==> src/rtl/riscv_dmem_bus_if.sv <==
// riscv_dmem_bus_if: memory-stage req/gnt/rvalid data bus interface with stall, misalign and timeout reporting
module riscv_dmem_bus_if #(
  parameter int MP_ADDR_WIDTH = 32,
  parameter int MP_DATA_WIDTH = 32,
  parameter int MP_BIG_ENDIAN = 1,
  parameter int MP_TIMEOUT    = 64
) (
  input  logic                     iclk,
  input  logic                     irst,
  input  logic                     ird_en,
  input  logic                     iwr_en,
  input  logic [MP_ADDR_WIDTH-1:0] iaddr,
  input  logic [MP_DATA_WIDTH-1:0] iwr_data,
  input  logic [1:0]               isize,
  output logic [MP_DATA_WIDTH-1:0] ord_data,
  output logic                     ostall,
  output logic                     oerr_misalign,
  output logic                     oerr_timeout,
  output logic                     obus_req,
  output logic                     obus_we,
  output logic [MP_ADDR_WIDTH-1:0] obus_addr,
  output logic [3:0]               obus_be,
  output logic [MP_DATA_WIDTH-1:0] obus_wdata,
  input  logic                     ibus_gnt,
  input  logic                     ibus_rvalid,
  input  logic [MP_DATA_WIDTH-1:0] ibus_rdata
);
  localparam int CW = MP_TIMEOUT > 0 ? $clog2(MP_TIMEOUT + 1) : 1;
  typedef enum logic [1:0] {IDLE, REQ, RDATA, DONE} state_t;
  state_t                   r_state;
  logic [CW-1:0]            r_cnt;
  logic [MP_DATA_WIDTH-1:0] r_rdata;
  logic                     w_acc;
  logic                     w_mis;
  logic                     w_to;
  logic [3:0]               w_be;
  logic [MP_DATA_WIDTH-1:0] w_wdata;
  assign w_acc = ird_en | iwr_en;
  assign w_mis = (isize == 2'b11) | (isize == 2'b10 & iaddr[1:0] != 2'b00) | (isize == 2'b01 & iaddr[0]);
  // the abort cycle itself already drops the request, so the bus never sees a grant race with the timeout
  assign w_to = (MP_TIMEOUT != 0) && (r_state == REQ || r_state == RDATA) && r_cnt == CW'(MP_TIMEOUT);
  // byte-lane enables and lane-replicated store data from size, offset and endianness
  always_comb begin
    w_be = isize == 2'b10 ? 4'b1111 :
           isize == 2'b01 ? (MP_BIG_ENDIAN != 0 ? 4'b1100 >> {iaddr[1], 1'b0} : 4'b0011 << {iaddr[1], 1'b0}) :
                            (MP_BIG_ENDIAN != 0 ? 4'b1000 >> iaddr[1:0] : 4'b0001 << iaddr[1:0]);
    w_wdata = isize == 2'b00 ? {4{iwr_data[7:0]}} : isize == 2'b01 ? {2{iwr_data[15:0]}} : iwr_data;
  end
  assign obus_req      = r_state == REQ && !w_to;
  assign obus_we       = obus_req & iwr_en;
  assign obus_addr     = obus_req ? {iaddr[MP_ADDR_WIDTH-1:2], 2'b00} : '0;
  assign obus_be       = obus_req ? w_be : 4'b0000;
  assign obus_wdata    = obus_we ? w_wdata : '0;
  assign ostall        = (r_state == IDLE && w_acc && !w_mis) || r_state == REQ || r_state == RDATA;
  assign oerr_misalign = r_state == IDLE && w_acc && w_mis;
  assign oerr_timeout  = w_to;
  assign ord_data      = r_rdata;
  // transaction sequencer: issue once, wait for grant and read data, release the pipeline for one cycle
  always_ff @(posedge iclk) begin
    if (irst) begin
      r_state <= IDLE;
      r_cnt   <= '0;
      r_rdata <= '0;
    end else begin
      r_cnt <= r_state == IDLE ? '0 : r_cnt + 1'b1;
      case (r_state)
        IDLE: r_state <= w_acc && !w_mis ? REQ : IDLE;
        REQ: begin
          if (w_to) begin
            r_rdata <= '0;
            r_state <= DONE;
          end else if (ibus_gnt) begin
            if (iwr_en) r_state <= DONE;
            else if (ibus_rvalid) begin
              r_rdata <= ibus_rdata;
              r_state <= DONE;
            end else r_state <= RDATA;
          end
        end
        RDATA: begin
          if (w_to) begin
            r_rdata <= '0;
            r_state <= DONE;
          end else if (ibus_rvalid) begin
            r_rdata <= ibus_rdata;
            r_state <= DONE;
          end
        end
        default: r_state <= IDLE;
      endcase
    end
  end
endmodule

==> config.mk <==
export PLATFORM = sky130hd
export DESIGN_NAME = riscv_dmem_bus_if
export DESIGN_NICKNAME = d
export VERILOG_FILES = /design/src/rtl/riscv_dmem_bus_if.sv
export SDC_FILE = /design/constraint.sdc
export NUM_CORES = 1
export LEC_CHECK = 0
export CAP_MARGIN = 20
export CORE_ASPECT_RATIO = 0.75
export CORE_MARGIN = 4
export CORE_UTILIZATION = 33
export CTS_CLUSTER_DIAMETER = 60
export DETAILED_ROUTE_END_ITERATION = 6
export GPL_TIMING_DRIVEN = 0
export PLACE_DENSITY = 0.82
export SKIP_CTS_REPAIR_TIMING = 1
export SYNTH_ARGS = -nofsm -noshare
export SYNTH_HDL_FRONTEND = slang
export SYNTH_SLANG_ARGS = --single-unit
==> constraint.sdc <==
create_clock -name iclk -period 2.2 [get_ports iclk]
set_input_delay 0.33 -clock iclk [delete_from_list [all_inputs] [get_ports iclk]]
set_output_delay 0.33 -clock iclk [all_outputs]
set_load 0.02 [all_outputs]
# Word-level counts from Yosys, hierarchy flattened
# Index checks and enable logic that the tools add are counted.
# classes
addsub,1
n_eq_ne,9
n_shift,2
muxes,21
bitwise_logic,6
reduce_logical,18
# ops
cell,n
2-to-1 mux 32 bit,9
one-hot mux 32 bit (2 select lines),1
2-to-1 mux 4 bit,3
"inequality test 3 bit, second input constant",3
2-to-1 mux 2 bit,4
"right shift 4 x 2 -> 4 bit, first input constant",2
"adder 7 x 1 -> 7 bit, second input constant",1
"== test 7 bit, second input constant",1
"== test 2 bit, second input constant",3
logical AND 1 bit,6
one-hot mux 2 bit (3 select lines),1
"== test 2 x 1 -> 1 bit, second input constant",2
logical NOT 2 bit,2
nonzero test 2 bit,2
bitwise AND 1 bit,3
logical OR 1 bit,3
2-to-1 mux 1 bit,3
bitwise OR 1 bit,3
AND reduction 3 bit,1
logical NOT 1 bit,2
AND reduction 2 bit,1
OR reduction 2 bit,1
# totals
register_bits,41
inputBits,104

# Longest topological paths before layout
# depth
ltp_word,8
mapped_depth,9
ltp_nobuf,8

# Least setup slack after synthesis
# OpenSTA, ideal clock, no wires.
# synth_path
path_kind,reg2out
from,register r_state[0]
to,output port obus_wdata[13]
t_arrival_ns,1.984
required_time_ns,1.870
setup_slack_ns,-0.114
stages_incl_launch_ff,10
path_buffers,1
path_cell_list,dfxtp_1 > inv_1 > ha_1 > nor3b_2 > nand4_1 > nand2_1 > inv_2 > nand2_2 > buf_4 > a21oi_1
# synth_between
elab_chain_len,7
# synth_rtl
element,line,text
"start, declared",30,state_t r_state;
"start signal, assigned",67,IDLE: r_state <= w_acc && !w_mis ? REQ : IDLE;
== test 2 x 1 -> 1 bit or == test 2 bit (tied branches),"41, 49",
logical OR 1 bit,41,assign w_to = (MP_TIMEOUT != 0) && (r_state == REQ || r_state == RDATA) && r_cnt == CW'(MP_TIMEOUT);
logical AND 1 bit,41,
logical NOT 1 bit,49,assign obus_req = r_state == REQ && !w_to;
logical AND 1 bit *,49,
via obus_req,19,"output logic obus_req,"
bitwise AND 1 bit *,50,assign obus_we = obus_req & iwr_en;
2-to-1 mux 32 bit *,53,assign obus_wdata = obus_we ? w_wdata : '0;
"end, declared",23,"output logic [MP_DATA_WIDTH-1:0] obus_wdata,"
# The timed path passes the listed nets; every way through them passes the cells marked *.

# Worst setup path after layout
# layout_path
from,register r_state[0]
to,output port obus_wdata[28]
# layout_between
elab_chain_len,7
# layout_rtl
element,line
== test 2 x 1 -> 1 bit or == test 2 bit (tied branches),"41, 49"
logical OR 1 bit,41
logical AND 1 bit,41
logical NOT 1 bit,49
logical AND 1 bit *,49
bitwise AND 1 bit *,50
2-to-1 mux 32 bit *,53
# Every way passes the cells marked *; elsewhere a longest branch is shown, timed or not.

==> metrics <==
DP Area 4730 um2; startpoint types register; worst hold path class in2reg; DR vias ~3400; CP Capture Type primary output; Hold Path End ord_data[28]; Root Buffer clkbuf_8; design area slightly above 5000 um2; GPL Wtd Cong about 0.90; Initial DRT Pass Iterations 4; Power, Total ~4.4 mW; Worst R2R End ord_data[14]; Overflow after GRT 0; setup-violating endpoint count in the final report 69; initial antenna violation count 0; R2R depth 9; Post-Syn Area around 2500 um2; WL per Instance 17.1 um; most frequent cells in the layout clkdlybuf4s50_1, a21oi_1, nand2_1, buf_6, dfxtp_1; diode count 0; Slew headroom 0.489; largest net degree at the start of global routing 13; fin util 0.700; FF-to-FF setup slack 170 ps; Slew @ Worst Pin between 700 and 800 ps; fraction of layout cells with a size suffix above 1 0.272; Post-Syn Instances 350; fmax 404 MHz; Final HPWL DP 8550 um; clock buffer depth 2; worst setup margin -274 ps; yosys warns 0; Clk Latency, worst-skew pair 290 ps; Worst Path Max Fanout 7; max cap viols 0; IO buf count 204; clock-pin slew of the registers on the worst-case setup and hold paths 80 ps; Pwr Density approximately 860 nW/um2; leading cell type in the layout, fill and taps excluded clkdlybuf4s50_1; first-pass GRT wire length between 15000 and 20000 um; CTS Buf Count 5; post-route setup TNS -13430 ps; largest area contributor in the netlist dfxtp_1; hold path cells 2; GRT Overall Usage 0.225; Hold WS 432 ps; Yosys reg bits 41; sequential area share after synthesis 0.326; post-synth top area share 0.326; top cells by area, synth dfxtp_1, a21oi_1, and3_1, mux2i_1, nand3_1; Finished Layout Cells ~700; I/O pins 209; Clock Skew roughly 6.4 ps; CTS sink cnt a little over 40; vias per cell 4.94; min Tclk post-route 2470 ps; placed cell count 656; worst reg2reg startpoint r_state[1]; Netlist cell types 34; 1st-iter DRT viols 141; Total Wirelength 11700 um; Final ANT Viol Nets 0; CP Data Required Time 1870 ps; status finished, violations left; CTS tree done; Hold Startpoint irst; type of the worst setup path reg2out; Leak 2.22 nW; unrepaired setup endpoints after global routing true; Worst Path Arrival between 2000 and 2500 ps; Die Span X 109 um; H-tree depth 2; Period Utilization, post-route 1.12; Pins Over Slew Limit 0; area grow syn2layout 106%; syn_area_per_cell slightly above 7 um2; drt drc 0; # rows 27; CP startpoint r_state[0]; Hold Vio Cnt, Final 0; chip height 83.7 um; die area 9110 um2; Place WS -838 ps; failing checks setup timing; vias in the first global route 3172; Placeable Area 7400 um2; Nets 690; Initial Util 0.340; Peak VDD IR around 470 uV
worst max-delay path by stage:
stage                endpoint  slack [ps]  cells past startpoint
2_1_floorplan  obus_wdata[13]        -110                      9
3_3_place_gp   obus_wdata[14]        -820                     10
3_5_place_dp   obus_wdata[14]        -840                     10
4_1_cts        obus_wdata[14]       -1190                     10
5_1_grt        obus_wdata[20]        -330                     10
6_report       obus_wdata[28]        -270                     10
power breakdown:
group | switching [mW] | internal, mW | total, mW | leakage (nW)
Sequential | 0.0811 | 0.882 | 0.963 | 0.334
Clock | 0.260 | 0.370 | 0.630 | 0.0585
Combinational | 1.49 | 1.36 | 2.86 | 1.83
Total | 1.83 | 2.61 | 4.45 | 2.22
synthesized netlist by cell type (all sizes together):
library cell,instances
nor2b,3
buf,15
and2,1
xor2,2
nand2,45
o21bai,1
nand3,34
o21ai,10
xnor2,3
mux2i,17
nand4,1
and3,39
ha,6
o21a,3
o22ai,2
nor3b,1
or2,1
a21oi,54
nor2,36
o41ai,1
clkbuf,17
conb,1
a21boi,1
dfxtp,41
nand2b,4
inv,10
nand3b,1
registers in the layout (all words and copies together), names as in the netlist:
signal and flops:
r_state 2, r_cnt 7, ord_data 32
worst max-delay path, cell delays in order, from the launching register on:
cell       delay [ps]
dfxtp_2           360
inv_2              60
ha_4              270
nor3b_2           170
nand4_1           220
nand2_2           170
clkinv_4          110
nand2_8           120
clkbuf_16         180
nor2_4             40
buf_6             140
layout make-up:
class,count,area (um2)
clock inverters,1,30.0
fillers,582,2220
flip-flops and latches,41,826
plain buffers,32,219
repair buffers,221,2130
clock buffers,7,86.3
inverters,10,47.5
well taps,101,126
multi-input cells,269,1720
kinds of logic (layout without fill, tap and decap cells):
| kind of cell | after synthesis | count (layout) | share of synthesized area |
|---|---|---|---|
| multiplexers | 17 | 17 | 0.0676 |
| flip-flops | 41 | 41 | 0.326 |
| buffers and inverters | 42 | 271 | 0.0810 |
| adder cells (fa/ha/maj) | 6 | 6 | 0.0298 |
| AO/OA/AOI/OAI | 72 | 72 | 0.158 |
| other | 1 | 2 | 0.00149 |
| XOR/XNOR | 5 | 5 | 0.0174 |
| AND/OR/NAND/NOR | 166 | 167 | 0.319 |
per-layer routing:
metal,global-route usage,part of all wire,vias up
met5,0,0,-
met4,0.0459,0.027,0
met3,0.0534,0.065,28
met2,0.387,0.50,113
met1,0.283,0.41,1580
li1,-,-,1648
No activity file was read; power rests on OpenSTA's default activity.
